### src/rtl/load_store_unit.sv
// -----------------------------------------------------------------------------
// load_store_unit
//
// Multi-cycle load/store unit for the simple RISC-V example core. One access
// runs as a single word-aligned bus transaction with a req/ack handshake. Load
// data is aligned and extended, then written straight into the register set.
//
// Ports:
//   CLK, RES          clock, synchronous active-high reset
//   start             single-cycle request, accepted only while busy=0
//   is_store, funct3  access kind and size, sampled with start
//   base, offset      effective address operands (ea = base + offset)
//   store_data, rd    store value and load destination register
//   busy, done, fault status; done is a one-cycle pulse, fault rides with it
//   bus_*             word-aligned memory bus (req/ack handshake)
//   rf_D, rf_A_D,
//   rf_write_enable   register set write port
//
// Every output comes straight from a flop. No input reaches an output
// combinationally.
// -----------------------------------------------------------------------------
module load_store_unit #(
    parameter int TIMEOUT_CYCLES = 255
) (
    input  logic        CLK,
    input  logic        RES,
    input  logic        start,
    input  logic        is_store,
    input  logic [2:0]  funct3,
    input  logic [31:0] base,
    input  logic [31:0] offset,
    input  logic [31:0] store_data,
    input  logic [4:0]  rd,
    output logic        busy,
    output logic        done,
    output logic        fault,
    output logic        bus_req,
    output logic        bus_we,
    output logic [31:0] bus_addr,
    output logic [31:0] bus_wdata,
    output logic [3:0]  bus_wmask,
    input  logic        bus_ack,
    input  logic [31:0] bus_rdata,
    output logic [31:0] rf_D,
    output logic [4:0]  rf_A_D,
    output logic        rf_write_enable
);

    typedef enum logic [1:0] {
        IDLE = 2'd0,
        REQ  = 2'd1,
        FIN  = 2'd2
    } state_t;

    // Counter value in the last REQ cycle allowed before the access is aborted.
    localparam logic [7:0] TMO_LAST = 8'(TIMEOUT_CYCLES - 1);

    // Illegal encodings, unsigned stores and misaligned halfword/word accesses.
    function automatic logic access_illegal(input logic       st,
                                            input logic [2:0] f3,
                                            input logic [1:0] lo);
        logic bad;
        case (f3)
            3'b000:  bad = 1'b0;
            3'b001:  bad = lo[0];
            3'b010:  bad = (lo != 2'b00);
            3'b100:  bad = st;
            3'b101:  bad = st | lo[0];
            default: bad = 1'b1;
        endcase
        return bad;
    endfunction

    // Replicates store data across the lanes; returns {wdata, wmask}.
    function automatic logic [35:0] store_lanes(input logic [2:0]  f3,
                                                input logic [1:0]  lo,
                                                input logic [31:0] sd);
        logic [31:0] wdata;
        logic [3:0]  wmask;
        case (f3[1:0])
            2'b00: begin
                wdata = {4{sd[7:0]}};
                wmask = 4'b0001 << lo;
            end
            2'b01: begin
                wdata = {2{sd[15:0]}};
                wmask = 4'b0011 << lo;
            end
            default: begin
                wdata = sd;
                wmask = 4'b1111;
            end
        endcase
        return {wdata, wmask};
    endfunction

    // Picks the addressed byte/halfword out of the read word and extends it.
    function automatic logic [31:0] load_extract(input logic [2:0]  f3,
                                                 input logic [1:0]  lo,
                                                 input logic [31:0] word);
        logic [31:0] sh;
        logic [31:0] res;
        sh = word >> {lo, 3'b000};
        case (f3)
            3'b000:  res = {{24{sh[7]}}, sh[7:0]};
            3'b001:  res = {{16{sh[15]}}, sh[15:0]};
            3'b100:  res = {24'd0, sh[7:0]};
            3'b101:  res = {16'd0, sh[15:0]};
            default: res = word;
        endcase
        return res;
    endfunction

    state_t      state_q, state_d;
    logic [7:0]  tmo_q, tmo_d;
    logic        is_store_q, is_store_d;
    logic [2:0]  funct3_q, funct3_d;
    logic [1:0]  ea_lo_q, ea_lo_d;
    logic [4:0]  rd_q, rd_d;

    logic        busy_q, busy_d;
    logic        done_q, done_d;
    logic        fault_q, fault_d;
    logic        bus_req_q, bus_req_d;
    logic        bus_we_q, bus_we_d;
    logic [31:0] bus_addr_q, bus_addr_d;
    logic [31:0] bus_wdata_q, bus_wdata_d;
    logic [3:0]  bus_wmask_q, bus_wmask_d;
    logic [31:0] rf_d_q, rf_d_d;
    logic [4:0]  rf_a_d_q, rf_a_d_d;
    logic        rf_we_q, rf_we_d;

    logic [31:0] ea;
    logic [35:0] lanes;

    always_comb begin
        ea          = base + offset;
        lanes       = '0;

        state_d     = state_q;
        tmo_d       = tmo_q;
        is_store_d  = is_store_q;
        funct3_d    = funct3_q;
        ea_lo_d     = ea_lo_q;
        rd_d        = rd_q;

        // Outputs default to the quiet value; each state re-asserts what it needs.
        busy_d      = 1'b0;
        done_d      = 1'b0;
        fault_d     = 1'b0;
        bus_req_d   = 1'b0;
        bus_we_d    = 1'b0;
        bus_addr_d  = '0;
        bus_wdata_d = '0;
        bus_wmask_d = '0;
        rf_d_d      = '0;
        rf_a_d_d    = '0;
        rf_we_d     = 1'b0;

        case (state_q)
            IDLE: begin
                if (start) begin
                    is_store_d = is_store;
                    funct3_d   = funct3;
                    ea_lo_d    = ea[1:0];
                    rd_d       = rd;
                    tmo_d      = '0;
                    busy_d     = 1'b1;
                    if (access_illegal(is_store, funct3, ea[1:0])) begin
                        // Rejected up front: straight to completion, no bus cycle.
                        state_d = FIN;
                        done_d  = 1'b1;
                        fault_d = 1'b1;
                    end else begin
                        state_d    = REQ;
                        bus_req_d  = 1'b1;
                        bus_we_d   = is_store;
                        bus_addr_d = {ea[31:2], 2'b00};
                        if (is_store) begin
                            lanes       = store_lanes(funct3, ea[1:0], store_data);
                            bus_wdata_d = lanes[35:4];
                            bus_wmask_d = lanes[3:0];
                        end
                    end
                end
            end

            REQ: begin
                busy_d = 1'b1;
                if (bus_ack) begin
                    // An ack in the last allowed cycle still completes normally.
                    state_d = FIN;
                    done_d  = 1'b1;
                    if (!is_store_q && (rd_q != 5'd0)) begin
                        rf_we_d  = 1'b1;
                        rf_a_d_d = rd_q;
                        rf_d_d   = load_extract(funct3_q, ea_lo_q, bus_rdata);
                    end
                end else if (tmo_q == TMO_LAST) begin
                    state_d = FIN;
                    done_d  = 1'b1;
                    fault_d = 1'b1;
                end else begin
                    tmo_d       = tmo_q + 8'd1;
                    bus_req_d   = 1'b1;
                    bus_we_d    = bus_we_q;
                    bus_addr_d  = bus_addr_q;
                    bus_wdata_d = bus_wdata_q;
                    bus_wmask_d = bus_wmask_q;
                end
            end

            FIN: begin
                // done was raised on entry; starts seen here are dropped.
                state_d = IDLE;
            end

            default: begin
                state_d = IDLE;
            end
        endcase
    end

    always_ff @(posedge CLK) begin
        if (RES) begin
            state_q     <= IDLE;
            tmo_q       <= '0;
            busy_q      <= 1'b0;
            done_q      <= 1'b0;
            fault_q     <= 1'b0;
            bus_req_q   <= 1'b0;
            bus_we_q    <= 1'b0;
            bus_addr_q  <= '0;
            bus_wdata_q <= '0;
            bus_wmask_q <= '0;
            rf_d_q      <= '0;
            rf_a_d_q    <= '0;
            rf_we_q     <= 1'b0;
        end else begin
            state_q     <= state_d;
            tmo_q       <= tmo_d;
            busy_q      <= busy_d;
            done_q      <= done_d;
            fault_q     <= fault_d;
            bus_req_q   <= bus_req_d;
            bus_we_q    <= bus_we_d;
            bus_addr_q  <= bus_addr_d;
            bus_wdata_q <= bus_wdata_d;
            bus_wmask_q <= bus_wmask_d;
            rf_d_q      <= rf_d_d;
            rf_a_d_q    <= rf_a_d_d;
            rf_we_q     <= rf_we_d;
        end
    end

    // Captured request attributes; only read while an access is in flight.
    always_ff @(posedge CLK) begin
        is_store_q <= is_store_d;
        funct3_q   <= funct3_d;
        ea_lo_q    <= ea_lo_d;
        rd_q       <= rd_d;
    end

    assign busy            = busy_q;
    assign done            = done_q;
    assign fault           = fault_q;
    assign bus_req         = bus_req_q;
    assign bus_we          = bus_we_q;
    assign bus_addr        = bus_addr_q;
    assign bus_wdata       = bus_wdata_q;
    assign bus_wmask       = bus_wmask_q;
    assign rf_D            = rf_d_q;
    assign rf_A_D          = rf_a_d_q;
    assign rf_write_enable = rf_we_q;

endmodule
### config.mk
export PLATFORM = sky130hd
export DESIGN_NAME = load_store_unit
export DESIGN_NICKNAME = d
export VERILOG_FILES = /design/src/rtl/load_store_unit.sv
export SDC_FILE = /design/constraint.sdc
export NUM_CORES = 1
export LEC_CHECK = 0
export BUFFER_PORTS_ARGS = -buffer_cell sky130_fd_sc_hd__buf_2
export CORE_MARGIN = 8
export CORE_UTILIZATION = 40
export DETAILED_ROUTE_END_ITERATION = 10
export GPL_TIMING_DRIVEN = 0
export PLACE_DENSITY = 0.7
export SYNTH_ARGS = -nofsm -noshare
export SYNTH_HDL_FRONTEND = slang
export SYNTH_SLANG_ARGS = --single-unit
### constraint.sdc
create_clock -name CLK -period 2.7 [get_ports CLK]
set_input_delay 0.27 -clock CLK [delete_from_list [all_inputs] [get_ports CLK]]
set_output_delay 0.27 -clock CLK [all_outputs]
set_load 0.02 [all_outputs]
==> results.py <==
metrics = {
    "timing": {
        "rsz0062_at_grt": "no",
        "hold_viol_final": 0,
        "setup_viol": 0,
        "slew_headroom": 0.528,
        "hold_ws_ns": 0.0458,
        "slew_violations": 0,
        "clock.fmax_mhz": 405,
        "worst_pin_slew_ns": 0.707,
        "period_needed_ns": 2.47,
        "clock_skew_ns": 0.0132,
        "finalCritPeriodShare": 0.914,
        "fin_ws_ns": 0.232,
    },
    "final_layout": {
        "finish.utilization": 0.528,
        "final_cell_mix": "buf_2, dfxtp_1, nor2_1, a21oi_1, nand2_1",
        "fillerInstances": 1645,
        "drive_gt1_frac": 0.263,
        "finalNetCount": 1279,
        "areaGrowthSynthToFinish_pct": 31.2,
        "fin_cells": 1344,
        "layout_commonest_cell": "buf_2",
        "design_area_mm2": 0.00900,
    },
    "synth": {
        "yosys_warnings": 0,
        "async_flop_share": 0,
        "synth_area_per_cell_um2": 8.21,
        "synth_top_flop_cell": "dfxtp_1",
        "yosysTopAreaCellShare": 0.347,
        "ys_ff_latch": 130,
        "synth_cell_types": 62,
        "synth_cells": 836,
        "synthTopCellsByArea": "dfxtp_1, a21oi_1, nor2_1",
        "yosysTopAreaCell": "dfxtp_1",
        "synthesis.area_mm2": 0.00686,
        "yosysSeqAreaShare": 0.395,
        "synth_edf_count": 11,
    },
    "cts": {
        "root_buffer": "clkbuf_16",
        "clock_latency_ns": 0.42,
        "clkTransAtPathRegs_ns": 0.06,
        "htreeDepth": 4,
        "cts_sinks": 130,
        "cts_setup_buffers": 0,
        "cts_hold_buf": 0,
        "clockBufferDepth": 2,
        "cts_tree": "yes",
        "ctsResizeCount": 0,
        "cts_buffers": 17,
    },
    "global_route": {
        "grt_start_max_net_pins": 17,
        "grt_usage": 0.203,
        "antenna_found_initial": 3,
        "first_global_vias": 6993,
        "grt_overflow_total": 0,
        "grt_pass1_wl_mm": 35.8,
    },
    "die": {
        "dieArea_mm2": 0.0216,
        "initial_core_util": 0.402,
        "core_mm2": 0.0171,
        "die_x_um": 147,
        "die_h_um": 147,
        "rows": 48,
        "io_pins": 252,
    },
    "setup_path": {
        "cp-start-kind": "input pin",
        "cp_top_family": "adder cells",
        "max_stage_delay_ns": 0.56,
        "worstPathArrival_ns": 2.81,
        "endpoint_kind": "flop",
        "critPathSlowestCell": "fa_1",
        "cp.buffers_inverters": 4,
        "cp_max_fo": 10,
        "r2r_start": "ea_lo_q[1]$_DFFE_PP_",
        "required_ns": 3.04,
        "path_cells": "buf_2 > ha_1 > inv_1 > fa_1 > inv_1 > nor2_1 > a21oi_2 > nor2_1 > and2_1 > clkbuf_1 > o21ai_0 > a21oi_1",
        "path_class": "input pin to flop",
        "critPathLaunch": "offset[0]",
    },
    "detailed_routing": {
        "drc_errors": 0,
        "routed_wirelength_mm": 22.5,
        "vias": 7108,
        "ant_nets": 0,
        "drtPass1Iterations": 4,
        "vias_per_cell": 5.29,
        "wl_per_cell_um": 16.7,
        "drt_iter0_drc": 405,
    },
    "status": {
        "outcome": "completed",
    },
    "worst_hold_path": {
        "min_from": "rd[1]",
        "hp-class": "input pin to flop",
    },
    "placement": {
        "dpl.hpwl_mm": 17.8,
        "place_inst": 1310,
        "place_congestion": 0.892,
        "place_ws_ns": -0.426,
        "place_area_mm2": 0.00839,
        "io_buffers": 248,
    },
    "power": {
        "ir_drop_v": 0.000408,
        "power.density_mw_per_mm2": 597,
        "p_leak_uw": 0.00419,
    },
    "flow_run": {
        "cap_violations": 0,
    },
}
-- cells in the mapped netlist, drive strengths merged (3+ instances only) --
cell type and number:
dfxtp 119, nor2 111, a21oi 101, nand2 82
o21ai 55, clkbuf 43, ha 33, a22oi 31
mux2i 27, a21o 20, nor3 17, inv 15
nand3 14, xor2 13, buf 11, edfxtp 11
xnor2 11, and2 9, and3 9, nand4 9
o211ai 8, o21a 8, a211oi 7, nand2b 7
nor2b 6, nor3b 6, a31oi 5, a21boi 3
a32o 3, a32oi 3, and4 3, or3 3
or4 3
-- final cells by class --
type	instances	area (um^2)	area share
inverters	17	63.8	0.00709
multi-input cells	636	3860	0.429
repair buffers	248	1240	0.138
flip-flops and latches	130	2710	0.301
clock inverters	13	150	0.0167
well taps	225	282	0.0313
diodes	2	5.00	0.000556
plain buffers	54	229	0.0254
clock buffers	19	454	0.0505
-- registers in the layout (all words and copies together), names as in the netlist --
register / cells
bus_we: 1
is_store_q: 1
rf_D: 32
bus_wdata: 32
ea_lo_q: 2
fault: 1
rf_write_enable: 1
bus_req: 1
state_q: 2
done: 1
tmo_q: 8
bus_addr: 30
bus_wmask: 4
busy: 1
rf_A_D: 5
funct3_q: 3
rd_q: 5
-- where the power goes --
group | leakage (uW) | switching [uW] | internal (uW) | total [uW]
Clock | 0.000284 | 920 | 1430 | 2350
Combinational | 0.00284 | 600 | 393 | 992
Sequential | 0.00107 | 29.4 | 2000 | 2030
-- routing by layer --
| layer | global-route usage | wire length [um] | up-vias |
|---|---|---|---|
| met4 | 0.0806 | 433 | 2 |
| met5 | 0 | 13 | - |
| met2 | 0.330 | 10600 | 279 |
| li1 | - | - | 3514 |
| met3 | 0.0643 | 1880 | 29 |
| met1 | 0.244 | 9610 | 3284 |
-- cells by family after synthesis --
kind of cell,Yosys count,synth area share
compound gates,261,0.237
other cells,1,0.000547
fa+ha+maj,34,0.0631
mux,28,0.0410
flops,130,0.395
buf+inv,71,0.0425
xor+xnor,24,0.0306
simple gates,287,0.190
-- worst paths after layout --
| check | to | cells past startpoint | slack (ns) |
|---|---|---|---|
| setup / recovery | bus_wmask[0]$_SDFFE_PP0P_ | 12 | 0.23 |
| hold / removal | rd_q[1]$_DFFE_PP_ | 1 | 0.05 |
| setup reg to reg | rf_D[31]$_SDFF_PP0_ | 8 | 0.30 |
| hold reg to reg | bus_addr[22]$_SDFFE_PP0P_ | 2 | 0.45 |
-- stage by stage --
step,total power [uW],setup TNS (ns)
after floorplan,2720,0
after global placement,3040,-8.31
after detailed placement,3050,-9.60
after CTS,5410,0
after global routing,5620,0
final,5370,0
(Power assumes the default switching activity.)
